## config.mk

```make
export PLATFORM = sky130hd
export DESIGN_NAME = svga_timing_gen
export DESIGN_NICKNAME = d
export VERILOG_FILES = /design/src/rtl/svga_timing_gen.sv
export SDC_FILE = /design/constraint.sdc
export NUM_CORES = 1
export LEC_CHECK = 0
export CAP_MARGIN = 40
export CORE_AREA = 2 2 62 93
export CTS_CLUSTER_DIAMETER = 40
export DETAILED_ROUTE_END_ITERATION = 10
export DIE_AREA = 0 0 64 95
export PLACE_DENSITY_LB_ADDON = 0.25
export SLEW_MARGIN = 15
export SYNTH_ARGS = -nofsm -noshare
export SYNTH_HDL_FRONTEND = slang
export SYNTH_SLANG_ARGS = --single-unit
```

## constraint.sdc

```tcl
create_clock -name clock -period 4.6 [get_ports clock]
set_clock_uncertainty 0.05 [all_clocks]
set_input_delay 0.92 -clock clock [delete_from_list [all_inputs] [get_ports clock]]
set_output_delay 0.92 -clock clock [all_outputs]
set_load 0.005 [all_outputs]
```

## src/rtl/svga_timing_gen.sv

```systemverilog
// SVGA raster timing generator: waits for a settled PLL lock, then runs an
// 800x600@60 raster with registered, mutually aligned sync/strobe/coordinate outputs.
`timescale 1ns/1ps
module svga_timing_gen #(
    parameter int H_ACTIVE    = 800,
    parameter int H_FP        = 40,
    parameter int H_SYNC      = 128,
    parameter int H_BP        = 88,
    parameter int V_ACTIVE    = 600,
    parameter int V_FP        = 1,
    parameter int V_SYNC      = 4,
    parameter int V_BP        = 23,
    parameter bit SYNC_POS    = 1'b1,
    parameter int LOCK_STABLE = 1024
) (
    input  logic        clock,
    input  logic        reset_n,
    input  logic        locked,
    output logic        hsync,
    output logic        vsync,
    output logic        active,
    output logic [10:0] x,
    output logic [9:0]  y,
    output logic        line_start,
    output logic        frame_start,
    output logic        running
);

    localparam int SW = (LOCK_STABLE > 1) ? $clog2(LOCK_STABLE) : 1;

    localparam logic [10:0] H_LAST     = 11'(H_ACTIVE + H_FP + H_SYNC + H_BP - 1);
    localparam logic [10:0] H_ACT      = 11'(H_ACTIVE);
    localparam logic [10:0] HS_START   = 11'(H_ACTIVE + H_FP);
    localparam logic [10:0] HS_END     = 11'(H_ACTIVE + H_FP + H_SYNC);
    localparam logic [9:0]  V_LAST     = 10'(V_ACTIVE + V_FP + V_SYNC + V_BP - 1);
    localparam logic [9:0]  V_ACT      = 10'(V_ACTIVE);
    localparam logic [9:0]  VS_START   = 10'(V_ACTIVE + V_FP);
    localparam logic [9:0]  VS_END     = 10'(V_ACTIVE + V_FP + V_SYNC);
    localparam logic [SW-1:0] SETTLE_LAST = SW'(LOCK_STABLE - 1);

    typedef enum logic [1:0] {
        ST_WAIT   = 2'd0,
        ST_SETTLE = 2'd1,
        ST_RUN    = 2'd2
    } state_t;

    state_t        r_state;
    state_t        w_state_nxt;
    logic          r_lock_meta;
    logic          r_lock_s;
    logic [SW-1:0] r_cnt;
    logic [SW-1:0] w_cnt_nxt;
    logic [10:0]   r_x;
    logic [10:0]   w_x_nxt;
    logic [9:0]    r_y;
    logic [9:0]    w_y_nxt;
    logic          r_hsync;
    logic          r_vsync;
    logic          r_active;
    logic          r_line_start;
    logic          r_frame_start;
    logic          r_running;
    logic          w_run_nxt;
    logic          w_hs_win;
    logic          w_vs_win;

    // Two-flop synchroniser for the asynchronous PLL lock flag
    always_ff @(posedge clock or negedge reset_n) begin
        if (!reset_n) begin
            r_lock_meta <= 1'b0;
            r_lock_s    <= 1'b0;
        end else begin
            r_lock_meta <= locked;
            r_lock_s    <= r_lock_meta;
        end
    end

    // Next state, settle count and raster position; anything but a locked RUN parks x/y at 0
    always_comb begin
        w_state_nxt = r_state;
        w_cnt_nxt   = r_cnt;
        w_x_nxt     = 11'd0;
        w_y_nxt     = 10'd0;
        case (r_state)
            ST_WAIT: begin
                w_cnt_nxt = {SW{1'b0}};
                if (r_lock_s) begin
                    w_state_nxt = ST_SETTLE;
                end else begin
                    w_state_nxt = ST_WAIT;
                end
            end
            ST_SETTLE: begin
                if (!r_lock_s) begin
                    w_state_nxt = ST_WAIT;
                    w_cnt_nxt   = {SW{1'b0}};
                end else if (r_cnt == SETTLE_LAST) begin
                    w_state_nxt = ST_RUN;
                    w_cnt_nxt   = {SW{1'b0}};
                end else begin
                    w_state_nxt = ST_SETTLE;
                    w_cnt_nxt   = r_cnt + {{(SW-1){1'b0}}, 1'b1};
                end
            end
            ST_RUN: begin
                w_cnt_nxt = {SW{1'b0}};
                if (!r_lock_s) begin
                    w_state_nxt = ST_WAIT;
                end else begin
                    w_state_nxt = ST_RUN;
                    if (r_x == H_LAST) begin
                        w_x_nxt = 11'd0;
                        if (r_y == V_LAST) begin
                            w_y_nxt = 10'd0;
                        end else begin
                            w_y_nxt = r_y + 10'd1;
                        end
                    end else begin
                        w_x_nxt = r_x + 11'd1;
                        w_y_nxt = r_y;
                    end
                end
            end
            default: begin
                w_state_nxt = ST_WAIT;
                w_cnt_nxt   = {SW{1'b0}};
            end
        endcase
    end

    // Strobes decoded from the next coordinates so they land in the same cycle as x/y
    assign w_run_nxt = (w_state_nxt == ST_RUN);
    assign w_hs_win  = (w_x_nxt >= HS_START) && (w_x_nxt < HS_END);
    assign w_vs_win  = (w_y_nxt >= VS_START) && (w_y_nxt < VS_END);

    // State, counters and registered outputs
    always_ff @(posedge clock or negedge reset_n) begin
        if (!reset_n) begin
            r_state       <= ST_WAIT;
            r_cnt         <= {SW{1'b0}};
            r_x           <= 11'd0;
            r_y           <= 10'd0;
            r_hsync       <= ~SYNC_POS;
            r_vsync       <= ~SYNC_POS;
            r_active      <= 1'b0;
            r_line_start  <= 1'b0;
            r_frame_start <= 1'b0;
            r_running     <= 1'b0;
        end else begin
            r_state       <= w_state_nxt;
            r_cnt         <= w_cnt_nxt;
            r_x           <= w_x_nxt;
            r_y           <= w_y_nxt;
            r_hsync       <= (w_run_nxt && w_hs_win) ? SYNC_POS : ~SYNC_POS;
            r_vsync       <= (w_run_nxt && w_vs_win) ? SYNC_POS : ~SYNC_POS;
            r_active      <= w_run_nxt && (w_x_nxt < H_ACT) && (w_y_nxt < V_ACT);
            r_line_start  <= w_run_nxt && (w_x_nxt == 11'd0);
            r_frame_start <= w_run_nxt && (w_x_nxt == 11'd0) && (w_y_nxt == 10'd0);
            r_running     <= w_run_nxt;
        end
    end

    assign hsync       = r_hsync;
    assign vsync       = r_vsync;
    assign active      = r_active;
    assign x           = r_x;
    assign y           = r_y;
    assign line_start  = r_line_start;
    assign frame_start = r_frame_start;
    assign running     = r_running;

endmodule

```

---- Word level (Yosys, flattened, before mapping) ----
Cells that the tools add are included.
operators by class
  reduce and logical (&&, ||, !) cells .... 11
  eq/ne operators ......................... 6
  add/subtract/negate cells ............... 3
  order comparisons ....................... 6
  muxes and demuxes ....................... 17
operators by type and width
  operator                                                              count
  2-to-1 mux 10 bit                                                     7
  2-to-1 mux 11 bit                                                     3
  < comparator 11 x 10 -> 1 bit (second input constant)                 2
  adder 10 x 1 -> 10 bit (second input constant)                        2
  equality test 10 bit (second input constant)                          2
  < comparator 10 bit (second input constant)                           2
  adder 11 x 1 -> 11 bit (second input constant)                        1
  equality test 11 bit (second input constant)                          1
  greater-or-equal comparator 11 x 10 -> 1 bit (second input constant)  1
  logical NOT 11 bit                                                    1
  greater-or-equal comparator 10 bit (second input constant)            1
  logical NOT 10 bit                                                    1
  logical AND 1 bit                                                     8
  2-to-1 mux 2 bit                                                      3
  case mux 2 bit (3 select lines)                                       1
  equality test 2 bit (second input constant)                           2
  2-to-1 mux 1 bit                                                      3
  equality test 2 x 1 -> 1 bit (second input constant)                  1
  logical NOT 2 bit                                                     1
word-level totals
  flip-flop bits (word level) ............. 41

---- Logic depth before layout (Yosys ltp) ----
  depth in word-level cells ............... 9
  depth in mapped cells ................... 8
  depth with buffers taken out ............ 7

---- Worst setup path before layout ----
OpenSTA, ideal clock, no wires.
  kind .................................... reg2reg
  start point ............................. register r_x[7], in the netlist x[7]
  end point ............................... register r_frame_start, in the netlist frame_start
  path slack .............................. 2.005 ns
  path buffers ............................ 0
  required time ........................... 4.439 ns
  cell stages (with the launch flop) ...... 7
  period minus slack after synthesis ...... 2.595 ns
  data arrival time ....................... 2.434 ns
  path through ............................ dfrtp_1 or4b_4 or4_1 nor3_1 xnor2_1 nand4_1 a2111oi_2
on the way
  longest elaborated chain between the ends .. 7
RTL lines
  what                                                                   line      text
  start, declared                                                        53        logic [10:0] r_x;
  start signal, assigned                                                 152       r_x <= w_x_nxt;
  adder 11 x 1 -> 11 bit / equality test 11 bit (equally long branches)  119, 111
  2-to-1 mux 11 bit                                                      111       if (r_x == H_LAST) begin
  2-to-1 mux 11 bit                                                      107       if (!r_lock_s) begin
  2-to-1 mux 11 bit                                                      84        case (r_state)
  logical NOT 11 bit                                                     158       r_frame_start <= w_run_nxt && (w_x_nxt == 11'd0) && (w_y_nxt == 10'd0);
  logical AND 1 bit                                                      158
  logical AND 1 bit *                                                    158
  end signal, assigned                                                   158
  end, declared                                                          61        logic r_frame_start;
Mark *: on every way between the ends. The rest lies on a longest branch, timed or not.

---- Final worst setup path ----
  start point ............................. register r_x[0], in the netlist x[0]
  end point ............................... register r_frame_start, in the netlist frame_start
The elaborated chain is that of the path after synthesis.

==> reports/metrics.csv <==
stage,metric,value,unit
clocking,tritoncts,done,
cells_and_area,fin_util,0.5107,
timing,setup_viol,0,
clocking,path_clk_slew,80,ps
detailed_routing,vias,1828,
timing,tightest_slew,488.4,ps
global_route,grt_max_degree,32,
power_and_ir_drop,vdd_drop_max,129.9,uV
power_and_ir_drop,leakagePower,1.048,nW
timing,finalHoldViolCount,0,
timing,finalCritPeriodShare,0.6218,
yosys,synth_top_family_by_area,simple AND/OR/NAND/NOR gates,
floorplanning,fp.dieW,64,microns
detailed_routing,drtPass1Iterations,4,
yosys,synthAdderAreaFrac,0.01638,
setup_path,cp_cell_sequence,ha_1 -> nand3_1 -> or4_1 -> nor3_1 -> xnor2_1 -> nand4_1 -> a2111oi_2,
detailed_routing,routed_wl,4983,microns
setup_path,crit_fanout,8,
setup_path,slowest_delay,650,ps
cells_and_area,register_area,1026,sq um
yosys,synth_edf_count,0,
placed_design,post_dp_cell_area,2630,sq um
timing,maxSlewHeadroom,0.6734,
yosys,synth_compound_area_frac,0.1273,
cells_and_area,postLayoutCellArea,2720,sq um
detailed_routing,wl_per_cell,14.87,microns
timing,rsz0062_at_grt,false,
setup_path,arrival,3000,ps
cells_and_area,area_growth,18.73,%
yosys,synth_area_per_cell,9.467,sq um
yosys,yosysTopAreaCell,dfrtp_1,
timing,tns,0,ps
yosys,synth-seq-area-share,0.4478,
yosys,synth_area_leaders,"dfrtp_1, xnor2_1, nor2_1",
timing,fin_crit,2860,ps
detailed_routing,ant_nets,0,
detailed_routing,viasPerCell,5.457,
clocking,cts_max_path_buffers,2,
yosys,syn_inst,242,
clocking,cts-resized-gates,0,
power_and_ir_drop,p_per_area,227.1,nW/um^2
clocking,cts_setup_buffers,0,
floorplanning,core,5326,sq um
yosys,synth_nets,248,
detailed_routing,drt-initial-drc-count,70,
floorplanning,die_area,6080,sq um
setup_path,end_kind,register,
floorplanning,placementRows,33,
clocking,clk_latency,290,ps
yosys,synthMuxAreaShare,0.004915,
timing,slew_violations,0,
setup_path,crit_required,4740,ps
yosys,yosys.area_share.simple,0.2703,
yosys,synth_top_area_share,0.4478,
yosys,synth.most_common_cell,dfrtp_1,
hold_path,min_path_type,reg -> reg,
cells_and_area,diodes,0,
floorplanning,initial_utilization,0.4301,
floorplanning,die_y,95,microns
clocking,ctsHoldBuffers,0,
yosys,synth_top_flop_cell,dfrtp_1,
cells_and_area,fill_cells,492,
yosys,ys_seq_elements,41,
yosys,synth_common_cells,"dfrtp_1, nor2_1, xnor2_1",
clocking,cts_sinks,41,
yosys,syn-cell-area,2291,sq um
global_route,overflow,0,
timing,fmax,349.6,MHz
yosys,synth_xor_xnor_area_share,0.1032,
yosys,synth-warning-count,0,
global_route,grt_pass1_wl,8162,microns
job,cap_violations,0,
clocking,htreeDepth,2,
cells_and_area,drive_above_1_share,0.07170,
setup_path,critPathSlowestCell,or4_1,
setup_path,startpoint_type,register,
floorplanning,io-pin-count,30,
global_route,grt_usage,0.1723,
placed_design,port_buffers,29,
placed_design,place_congestion,0.7724,
cells_and_area,fin_nets,271,
yosys,yosysUniqueCellTypes,50,
clocking,ctsRootBufferMaster,clkbuf_8,
placed_design,hpwl,3744,microns
global_route,grt_pass1_vias,1708,
global_route,antenna_found_initial,0,
setup_path,crit_type,reg -> reg,
status,status,"finished, final reports clean",
cells_and_area,multi_input_area,1196,sq um
clocking,numCtsBuffers,5,
detailed_routing,drc,0,
yosys,synthArstFlopShare,1.000,
## stage by stage
step / hold WS, ps / std cells / total power, W / worst slack, ps
final: 302.8 / 335 / 0.0006178 / 1740
after global routing: 311.2 / 335 / 0.0006442 / 1528
after CTS: 305.3 / 335 / 0.0006265 / 1723
after detailed placement: 287.0 / 328 / 0.0003857 / 1742
after global placement: 286.4 / 327 / 0.0003834 / 1750
after floorplan: 281.2 / 242 / 0.0003740 / 2005
## worst max-delay path: cells and delay by family (launching register included)
family	cells	cell delay, ps
adder cells (fa/ha/maj)	1	300
flip-flops	1	470
AND/OR/NAND/NOR	4	1400
AO/OA/AOI/OAI	1	380
XOR/XNOR	1	170
## final timing paths
kind | slack (ps) | to | from | depth (start not counted)
max in group asynchronous | 3590 | r_lock_s | reset_n | 2
worst max-delay path | 1740 | frame_start | x[0] | 7
worst min-delay path | 300 | r_lock_s | r_lock_meta | 0
min in group asynchronous | 460 | y[2] | reset_n | 1
worst max register to register | 1740 | frame_start | x[0] | 7
worst min register to register | 300 | r_lock_s | r_lock_meta | 0
## cell usage in the layout, fill, tap and decap left out, types with 3 or more instances in the layout
master,n
nor2_1,34
clkbuf_8,6
inv_1,4
nand2b_1,4
ha_1,3
o21ai_0,8
o31ai_1,3
xor2_1,10
a21oi_1,7
nand3_1,14
and3_1,5
clkdlybuf4s50_1,28
nand4_1,8
xnor2_1,17
a31oi_1,5
nor3_1,6
or3_1,3
nor2b_1,4
dfrtp_1,41
or4_1,3
nand2_1,12
nand3b_1,3
## registers in the layout (all words and copies together), names as in the netlist
signal	count
active	1
frame_start	1
hsync	1
line_start	1
r_cnt	10
r_lock_meta	1
r_lock_s	1
r_state	2
running	1
vsync	1
x	11
y	10
## power by group
| group | total, W | internal [W] | switching (W) |
|---|---|---|---|
| logic | 0.0000137 | 0.00000412 | 0.00000956 |
| registers | 0.000364 | 0.000362 | 0.00000169 |
| clock network | 0.000240 | 0.000119 | 0.000122 |
| total | 0.000618 | 0.000485 | 0.000133 |
## routing by layer
layer  vias up  routed length, microns  global-route usage
met5         -                       0                   0
met3         8                     149             0.03099
met2        30                    2618              0.2995
met1       881                    2122              0.2120
met4         0                      93             0.06159
li1        909                       -                   -
## logic make-up (layout without fill, tap and decap cells)
| family | Yosys count | count (layout) |
|---|---|---|
| AOI/OAI and AO/OA | 40 | 40 |
| xor gates and xnor gates | 27 | 27 |
| adders and majority gates | 3 | 3 |
| buffers and inverters | 18 | 41 |
| DFF | 41 | 41 |
| muxes | 1 | 1 |
| and+or+nand+nor | 112 | 112 |
## layout make-up
| type | instances | area share |
|---|---|---|
| clock inverters | 1 | 0.002760 |
| clock buffers | 6 | 0.03036 |
| flip-flops and latches | 41 | 0.3772 |
| repair buffers | 30 | 0.1122 |
| multi-input cells | 183 | 0.4397 |
| well taps | 70 | 0.03220 |
| inverters | 4 | 0.005520 |
No activity file was read; power rests on OpenSTA's default activity.
